**src/rtl/tick_gen_multi.sv**
```systemverilog
// ---------------------------------------------------------------------------
// tick_gen_multi
//
// Board timebase. Divides the system clock down to a 1 us strobe and a 1 ms
// strobe, and provides N_CH programmable channels. Each channel emits a
// strobe every 2^rate us and a double-rate strobe every 2^(rate-1) us. The
// rate exponent of the channel picked by ch_sel is stepped up or down by
// edge-detected push-buttons.
//
// Optional build macro:
//   BTN_SYNC_EN  - when defined, btn_up, btn_dn and ch_sel each pass through
//                  a two-flop synchroniser before edge detection
//                  (button-to-rate latency 3 clk instead of 1 clk).
//
// Ports:
//   clk      in   1       system clock
//   rst      in   1       asynchronous active-low reset
//   btn_up   in   1       raise selected channel's exponent (slower)
//   btn_dn   in   1       lower selected channel's exponent (faster)
//   ch_sel   in   3       channel targeted by the buttons
//   us_tick  out  1       one-clk strobe every US_DIV clks
//   ms_tick  out  1       one-clk strobe every MS_DIV us_ticks
//   tick     out  N_CH    per-channel strobe, period 2^rate[k] us
//   tick_x2  out  N_CH    per-channel strobe, period 2^(rate[k]-1) us
//   rate_o   out  5*N_CH  current exponents, channel k at [5k+4:5k]
// ---------------------------------------------------------------------------
module tick_gen_multi #(
    parameter int unsigned US_DIV     = 50,
    parameter int unsigned MS_DIV     = 1000,
    parameter int unsigned N_CH       = 2,
    parameter int unsigned CW         = 32,
    parameter int unsigned RATE_RESET = 19,
    parameter int unsigned RATE_MIN   = 9,
    parameter int unsigned RATE_MAX   = 26
) (
    input  logic                clk,
    input  logic                rst,
    input  logic                btn_up,
    input  logic                btn_dn,
    input  logic [2:0]          ch_sel,
    output logic                us_tick,
    output logic                ms_tick,
    output logic [N_CH-1:0]     tick,
    output logic [N_CH-1:0]     tick_x2,
    output logic [5*N_CH-1:0]   rate_o
);

    localparam int unsigned USW = $clog2(US_DIV);
    localparam int unsigned MSW = $clog2(MS_DIV);

    // -----------------------------------------------------------------------
    // 1 us divider
    // -----------------------------------------------------------------------
    logic [USW-1:0] us_cnt;

    always_ff @(posedge clk or negedge rst) begin
        if (!rst) begin
            us_cnt  <= '0;
            us_tick <= 1'b0;
        end else if (us_cnt == USW'(US_DIV - 1)) begin
            us_cnt  <= '0;
            us_tick <= 1'b1;
        end else begin
            us_cnt  <= us_cnt + 1'b1;
            us_tick <= 1'b0;
        end
    end

    // -----------------------------------------------------------------------
    // 1 ms divider, advanced by the registered us strobe
    // -----------------------------------------------------------------------
    logic [MSW-1:0] ms_cnt;

    always_ff @(posedge clk or negedge rst) begin
        if (!rst) begin
            ms_cnt  <= '0;
            ms_tick <= 1'b0;
        end else if (us_tick) begin
            if (ms_cnt == MSW'(MS_DIV - 1)) begin
                ms_cnt  <= '0;
                ms_tick <= 1'b1;
            end else begin
                ms_cnt  <= ms_cnt + 1'b1;
                ms_tick <= 1'b0;
            end
        end else begin
            ms_tick <= 1'b0;
        end
    end

    // -----------------------------------------------------------------------
    // Button front end
    // -----------------------------------------------------------------------
    logic       up_in;
    logic       dn_in;
    logic [2:0] sel_in;

`ifdef BTN_SYNC_EN
    logic [1:0] up_sync;
    logic [1:0] dn_sync;
    logic [2:0] sel_s1;
    logic [2:0] sel_s2;

    always_ff @(posedge clk or negedge rst) begin
        if (!rst) begin
            up_sync <= '0;
            dn_sync <= '0;
            sel_s1  <= '0;
            sel_s2  <= '0;
        end else begin
            up_sync <= {up_sync[0], btn_up};
            dn_sync <= {dn_sync[0], btn_dn};
            sel_s1  <= ch_sel;
            sel_s2  <= sel_s1;
        end
    end

    assign up_in  = up_sync[1];
    assign dn_in  = dn_sync[1];
    assign sel_in = sel_s2;
`else
    assign up_in  = btn_up;
    assign dn_in  = btn_dn;
    assign sel_in = ch_sel;
`endif

    logic up_q;
    logic dn_q;

    always_ff @(posedge clk or negedge rst) begin
        if (!rst) begin
            up_q <= 1'b0;
            dn_q <= 1'b0;
        end else begin
            up_q <= up_in;
            dn_q <= dn_in;
        end
    end

    logic up_edge;
    logic dn_edge;

    assign up_edge = up_in & ~up_q;
    assign dn_edge = dn_in & ~dn_q;

    // -----------------------------------------------------------------------
    // Programmable channels
    // -----------------------------------------------------------------------
    for (genvar k = 0; k < N_CH; k++) begin : g_ch
        logic [4:0]    rate;
        logic [CW-1:0] cnt;
        logic          tick_r;
        logic          x2_r;
        logic          sel_hit;
        logic          rate_up;
        logic          rate_dn;
        logic [CW-1:0] full_mask;
        logic [CW-1:0] half_mask;
        logic          at_full;
        logic          at_half;

        // An out-of-range ch_sel matches no channel, so its edges are dropped.
        assign sel_hit = (sel_in == 3'(k));
        assign rate_up = sel_hit & up_edge & ~dn_edge & (rate < 5'(RATE_MAX));
        assign rate_dn = sel_hit & dn_edge & ~up_edge & (rate > 5'(RATE_MIN));

        // Low-bit masks; a shift of CW or more yields an all-ones mask.
        assign full_mask = ~({CW{1'b1}} << rate);
        assign half_mask = ~({CW{1'b1}} << (rate - 5'd1));
        assign at_full   = ((cnt & full_mask) == full_mask);
        assign at_half   = ((cnt & half_mask) == half_mask);

        always_ff @(posedge clk or negedge rst) begin
            if (!rst) begin
                rate   <= 5'(RATE_RESET);
                cnt    <= '0;
                tick_r <= 1'b0;
                x2_r   <= 1'b0;
            end else if (rate_up || rate_dn) begin
                // A real rate change restarts the period and suppresses strobes.
                rate   <= rate_up ? rate + 5'd1 : rate - 5'd1;
                cnt    <= '0;
                tick_r <= 1'b0;
                x2_r   <= 1'b0;
            end else if (us_tick) begin
                cnt    <= at_full ? '0 : cnt + 1'b1;
                tick_r <= at_full;
                x2_r   <= at_half;
            end else begin
                tick_r <= 1'b0;
                x2_r   <= 1'b0;
            end
        end

        assign tick[k]          = tick_r;
        assign tick_x2[k]       = x2_r;
        assign rate_o[5*k +: 5] = rate;
    end

endmodule

```
**config.mk**
```make
export PLATFORM = sky130hd
export DESIGN_NAME = tick_gen_multi
export DESIGN_NICKNAME = d
export VERILOG_FILES = /design/src/rtl/tick_gen_multi.sv
export SDC_FILE = /design/constraint.sdc
export NUM_CORES = 1
export LEC_CHECK = 0
export ABC_AREA = 1
export CORE_UTILIZATION = 31
export CTS_CLUSTER_DIAMETER = 50
export CTS_CLUSTER_SIZE = 10
export DETAILED_ROUTE_END_ITERATION = 10
export GPL_ROUTABILITY_DRIVEN = 0
export HOLD_SLACK_MARGIN = 0.12
export PLACE_DENSITY = 0.47
export SYNTH_ARGS = -nofsm -noshare
export SYNTH_HDL_FRONTEND = slang
export SYNTH_SLANG_ARGS = --single-unit
```
**constraint.sdc**
```tcl
create_clock -name clk -period 2.7 [get_ports clk]
set_input_delay 0.54 -clock clk [delete_from_list [all_inputs] [get_ports clk]]
set_output_delay 0.54 -clock clk [all_outputs]
set_load 0.02 [all_outputs]
```
After elaboration in Yosys (flattened, before gate mapping)
Index checks and enable logic that the tools add are counted.

cells by class
  add/sub/neg operators = 8
  order comparisons = 4
  equal/unequal tests = 7
  shifts and indexed selects = 4
  muxes and demuxes = 21
  bitwise gates (word level) = 26
  reduce and logical (&&, ||, !) cells = 5

operator list
  cell                     number
  $mux W32                 6
  $and A32 B32 Y32         4
  $eq A32 B32 Y1           4
  $not A32 Y32             4
  $shl A32 B5 Y32 const A  4
  $add A32 B1 Y32 const B  2
  $and A1 B1 Y1            14
  $mux W1                  11
  $add A10 B1 Y10 const B  1
  $add A5 B1 Y5 const B    2
  $eq A10 B10 Y1 const B   1
  $gt A5 B4 Y1 const B     2
  $lt A5 B5 Y1 const B     2
  $mux W10                 1
  $mux W5                  2
  $sub A5 B1 Y5 const B    2
  $add A6 B1 Y6 const B    1
  $eq A6 B6 Y1 const B     1
  $mux W6                  1
  $not A1 Y1               4
  $reduce_bool A2 Y1       2
  $eq A3 B1 Y1 const B     1
  $logic_not A3 Y1         1
  $logic_or A1 B1 Y1       2

word-level totals
  bits in registers = 98
  input port bits = 7
  output and inout port bits = 16
  logic and storage cells = 89

Longest topological paths before layout
  word-level depth = 7
  depth in mapped cells = 15

Least setup slack after synthesis
OpenSTA, ideal clock, no wires.

  path type = register -> register
  from = register g_ch[0].rate[0]
  to = register g_ch[0].cnt[4]
  arrival = 2.117 ns
  setup slack = 0.463 ns
  stages on the path, launching flop included = 15
  buffers on the path = 1
  clock period less this slack = 2.237 ns
  path through = dfstp_2 > inv_1 > ha_1 > inv_1 > ha_1 > or2_2 > o21ai_1 > nand2_1 > nor3_2 > nand2_1 > nor2_1 > nand3_1 > nand2_1 > buf_4 > nor2_1

between the ends
  cells in the longest elaborated chain, start to end = 7
  elaborated cells between the ends (all ways) = 13
  those cells by class = order compare: 2; eq/ne: 1; shift: 1; mux: 3; bitwise: 4; reduce/logical: 2

RTL lines
  element                   line  source
  start: declaration        150   logic [4:0] rate;
  start signal: assignment  175   rate <= 5'(RATE_RESET);
  start signal: assignment  181   rate <= rate_up ? rate + 5'd1 : rate - 5'd1;
  $shl A32 B5 Y32           168   assign full_mask = ~({CW{1'b1}} << rate);
  $not A32 Y32              168
  $and A32 B32 Y32          170   assign at_full = ((cnt & full_mask) == full_mask);
  $eq A32 B32 Y1            170
  $mux W32                  186   cnt <= at_full ? '0 : cnt + 1'b1;
  $mux W32                  185   end else if (us_tick) begin
  $mux W32                  179   end else if (rate_up || rate_dn) begin
  end signal: assignment    186
  end: declaration          151   logic [CW-1:0] cnt;

Parallel ways exist; a longest one is shown, timed or not. The select of a mux whose other input is x is not followed.
A chain may end at the register's enable or synchronous reset.

Final worst setup path
  from = register g_ch[0].rate[2]
  to = register g_ch[0].x2_r

between the ends
  cells in the longest elaborated chain, start to end = 7
  elaborated cells between the ends (all ways) = 12
  those cells by class = add/sub: 1; order compare: 2; eq/ne: 1; shift: 1; mux: 2; bitwise: 4; reduce/logical: 1

RTL lines
  element                 line  source
  $sub A5 B1 Y5           169   assign half_mask = ~({CW{1'b1}} << (rate - 5'd1));
  $shl A32 B5 Y32         169
  $not A32 Y32            169
  $and A32 B32 Y32        171   assign at_half = ((cnt & half_mask) == half_mask);
  $eq A32 B32 Y1          171
  $mux W1                 185
  $mux W1 *               179
  end signal: assignment  188   x2_r <= at_half;
  end: declaration        153   logic x2_r;

Mark *: on every way between the ends. The rest lies on a longest branch, timed or not.

==> metrics.md <==
| Metric | Value |
|---|---|
| Outcome | finished clean |
| Sequential share of power | 26.3% |
| Count of TritonRoute iterations in the first routing pass | 5 |
| Crit Path Max Fanout | 9 |
| Arrival time worst endpoint | 2.68 ns |
| Deepest level of the CTS H-tree | 3 |
| Vias per Instance | 4.89 |
| # hold bufs at CTS | 0 |
| Count of vias placed by the detailed router | 7122 |
| Antenna violations before repair | 0 |
| Internal power of the cells | 3.46 mW |
| Diodes inserted | 0 |
| Number of nets in the layout | 1165 |
| Time the final worst path needs with I/O delays and setup | 2.40 ns |
| Worst r2r path cells | 13 |
| Fraction of registers with async set/reset | 100% |
| Power per standard cell area | 782 nW/µm² |
| Overall die height | 158 µm |
| Seq cells post-synth | 96 |
| Yosys warning count | 0 |
| Required time reported for the critical path endpoint | 2.98 ns |
| Global router's overall resource usage | 19.4% |
| Largest area contributor in the synthesized netlist | sky130_fd_sc_hd__dfrtp_1 |
| Buffer type at the clock tree root | sky130_fd_sc_hd__clkbuf_16 |
| DRC violations left | 0 |
| Cell types with the highest counts after synthesis | 278 x sky130_fd_sc_hd__nand2_1, 142 x sky130_fd_sc_hd__inv_1, 140 x sky130_fd_sc_hd__nor2_1 |
| Minimum setup slack in the final design | 0.299 ns |
| Setup tns final | 0 ns |
| Peak Freq | 417 MHz |
| Starting density of the core | 31.9% |
| Leakage | 3.76 nW |
| Total core area | 23700 µm² |
| Boundary Pins | 23 |
| Horiz. Die Dim | 158 µm |
| Number of synthesized flops with an enable pin | 0 |
| Number of buffers on the longest clock path | 2 |
| Area of the mapped netlist | 7550 µm² |
| Proportion of power drawn by combinational gates | 54.4% |
| Post-synthesis to final-layout area growth | 11.6% |
| Clock tree from TritonCTS | done |
| Count of standard-cell rows | 56 |
| Syn Nets | 1142 |
| Largest vdd supply drop | 401 µV |
| Reg-to-Reg End | g_ch[0].x2_r$_DFF_PN0_ |
| Post-CTS Repair Setup Buffers | 0 |
| Net switching power | 3.13 mW |
| Routed Wire Length | 22.9 mm |
| Distinct cells, synth | 43 |
| Most instantiated library cell after synthesis | sky130_fd_sc_hd__nand2_1 |
| Layout cell share with drive strength beyond 1 | 8.61% |
| Maximum number of pins on one net before global-route repair | 47 |
| Area share of the largest cell type after synthesis | 29.8% |
| Routed length per placed instance | 15.7 µm |
| Number of global-route vias before repair | 6923 |
| Post-detailed-route count of antenna-violating nets | 0 |
| Number of sinks driven by the clock tree | 96 |
| Cells taking the most area after synthesis | sky130_fd_sc_hd__dfrtp_1 30%, sky130_fd_sc_hd__nand2_1 14%, sky130_fd_sc_hd__inv_1 7.1%, sky130_fd_sc_hd__nor2_1 7.0%, sky130_fd_sc_hd__nand3_1 6.8% |
| DP Worst Slack | 0.108 ns |
| Clock-pin slew reported for the worst setup and hold paths after clock tree synthesis | 0.07 ns |
| RSZ-0062 raised after global routing | false |
| Post-route clock skew | 0.00762 ns |
| Kind of critical path | reg -> reg |
| Setup crit start kind | flop |
| Most used flip-flop cell after synthesis | sky130_fd_sc_hd__dfrtp_1 |
| Final Cycle Share | 88.9% |
| Clock Power Share | 19.3% |
| Transition time at the pin with the least slew margin | 0.659 ns |
| Die outline area | 25000 µm² |
| Num CTS Buffers | 9 |
| PortBufs | 22 |
| HPWL Detailed | 17.7 mm |
| First-pass GRT wire length | 37.4 mm |
| Average size of a mapped cell | 6.80 µm² |
| Max-slew violation count | 0 |
| Total count of hold-check failures in the final report | 0 |
| CTS-repair resized insts | 0 |
| Sequential element share of the synthesized area | 31.9% |
| Clock insertion delay at the later pin of the skew report | 0.36 ns |
| Hold crit path type | in -> async |
| Grt total ovfl | 0 |
| Worst slew slack as a fraction of its limit | 56.1% |
| Total of max-cap violations | 0 |
| Fill cell count | 2667 |
| Count of final setup violators | 0 |
| Reg2reg start | g_ch[0].rate[2]$_DFFE_PN0N_ |
| Kind of end point of the critical path | flop |
| First-iteration detailed-routing DRC count | 512 |
| Synth Instances | 1110 |
| Flop2flop setup slack | 0.30 ns |
| Final hold slack | 0.104 ns |
| Switching share of total power | 47.5% |
-- cells by family (layout without fill, tap and decap cells) --
family	count (synthesis)	count (layout)	share of synthesized area, %
buf+inv	183	211	10.7
xor+xnor	59	59	6.84
compound gates	98	98	7.39
mux	2	2	0.298
simple gates	647	647	38.8
flops	96	96	31.9
fa+ha+maj	25	25	4.14
-- registers in the layout, indices dropped and copies added (netlist names), 2 cells and up --
| name | flops |
|---|---|
| g_ch.x2_r | 2 |
| g_ch.cnt | 62 |
| g_ch.tick_r | 2 |
| g_ch.rate | 10 |
| us_cnt | 6 |
| ms_cnt | 10 |
-- cells in the final DEF, fill, tap and decap left out, types with 2 or more instances in the layout --
cell,n
sky130_fd_sc_hd__or2_2,3
sky130_fd_sc_hd__nor2_1,140
sky130_fd_sc_hd__nand3b_4,2
sky130_fd_sc_hd__dfrtp_1,90
sky130_fd_sc_hd__clkbuf_16,9
sky130_fd_sc_hd__o21ai_0,55
sky130_fd_sc_hd__nand2_2,8
sky130_fd_sc_hd__ha_1,25
sky130_fd_sc_hd__dfstp_2,6
sky130_fd_sc_hd__o21ai_2,8
sky130_fd_sc_hd__clkbuf_8,2
sky130_fd_sc_hd__inv_1,142
sky130_fd_sc_hd__o21ai_1,8
sky130_fd_sc_hd__clkdlybuf4s50_1,21
sky130_fd_sc_hd__nor3_1,41
sky130_fd_sc_hd__nor2_2,10
sky130_fd_sc_hd__xor2_1,56
sky130_fd_sc_hd__o21bai_1,4
sky130_fd_sc_hd__inv_2,5
sky130_fd_sc_hd__nand3_1,103
sky130_fd_sc_hd__xnor2_1,3
sky130_fd_sc_hd__nand4_1,34
sky130_fd_sc_hd__o22ai_1,2
sky130_fd_sc_hd__nor3_2,3
sky130_fd_sc_hd__nand3b_1,11
sky130_fd_sc_hd__o31ai_1,7
sky130_fd_sc_hd__a21oi_1,11
sky130_fd_sc_hd__clkinv_2,2
sky130_fd_sc_hd__nand2_1,278
sky130_fd_sc_hd__nand2_4,5
sky130_fd_sc_hd__buf_4,21
sky130_fd_sc_hd__buf_12,3
sky130_fd_sc_hd__inv_6,2
sky130_fd_sc_hd__nor2_4,2
sky130_fd_sc_hd__nor4_1,3
sky130_fd_sc_hd__mux2_2,2
sky130_fd_sc_hd__nand3_2,2
-- per-layer routing --
| layer | wire length, µm | track usage, % | vias up | part of all wire [%] |
|---|---|---|---|---|
| met4 | 610 | 7.10 | 0 | 2.7 |
| met3 | 827 | 2.60 | 38 | 3.6 |
| met5 | 0 | 0 | - | 0 |
| li1 | - | - | 3587 | - |
| met1 | 10600 | 25.4 | 3340 | 46 |
| met2 | 10900 | 32.4 | 157 | 48 |
-- critical path, stage by stage, from the launching register on --
cell,delay [ns]
sky130_fd_sc_hd__dfrtp_1,0.58
sky130_fd_sc_hd__inv_1,0.22
sky130_fd_sc_hd__ha_1,0.39
sky130_fd_sc_hd__inv_1,0.21
sky130_fd_sc_hd__nand2_1,0.11
sky130_fd_sc_hd__inv_1,0.06
sky130_fd_sc_hd__nand2_1,0.12
sky130_fd_sc_hd__o21ai_1,0.16
sky130_fd_sc_hd__nand2_1,0.06
sky130_fd_sc_hd__inv_1,0.05
sky130_fd_sc_hd__nand2_1,0.08
sky130_fd_sc_hd__nor2_1,0.11
sky130_fd_sc_hd__nand2_1,0.06
sky130_fd_sc_hd__nor2_1,0.11
-- through the flow --
step	power (mW)	area, µm²	util [%]	instances
after floorplan	4.36	7550	-	1110
after global placement	5.35	8150	34.4	1441
after detailed placement	5.30	8150	34.4	1441
after CTS	6.62	8430	35.6	1457
after global routing	7.18	8430	35.6	1457
final	6.59	8430	35.6	1457
-- power groups by stage --
stage / clock network, mW / logic, mW / registers [mW]
6_report: 1.27 / 3.59 / 1.73
5_1_grt: 1.40 / 4.03 / 1.75
4_1_cts: 1.33 / 3.56 / 1.73
3_5_place_dp: 0 / 3.54 / 1.76
3_3_place_gp: 0 / 3.59 / 1.76
2_1_floorplan: 0 / 2.56 / 1.80
-- worst max path at each step --
stage | cells past startpoint | end | start
after floorplan | 14 | g_ch[0].cnt[4]$_DFFE_PN0P_ | g_ch[0].rate[0]$_DFFE_PN1N_
after global placement | 12 | g_ch[1].cnt[27]$_DFFE_PN0P_ | btn_dn
after detailed placement | 12 | g_ch[1].cnt[27]$_DFFE_PN0P_ | btn_dn
after CTS | 13 | g_ch[0].x2_r$_DFF_PN0_ | g_ch[0].rate[2]$_DFFE_PN0N_
after global routing | 13 | g_ch[0].cnt[28]$_DFFE_PN0P_ | g_ch[0].rate[0]$_DFFE_PN1N_
final | 13 | g_ch[0].x2_r$_DFF_PN0_ | g_ch[0].rate[2]$_DFFE_PN0N_
-- area by class of cell --
class | instances | area [µm²] | share of cell area (%)
Tap cell | 319 | 399 | 4.74
Sequential cell | 96 | 2410 | 28.6
Multi-Input combinational cell | 831 | 4340 | 51.5
Clock inverter | 4 | 27.5 | 0.327
Timing Repair Buffer | 45 | 428 | 5.08
Inverter | 150 | 571 | 6.77
Clock buffer | 12 | 256 | 3.04
Note: power is estimated with default switching activity, not from simulation.
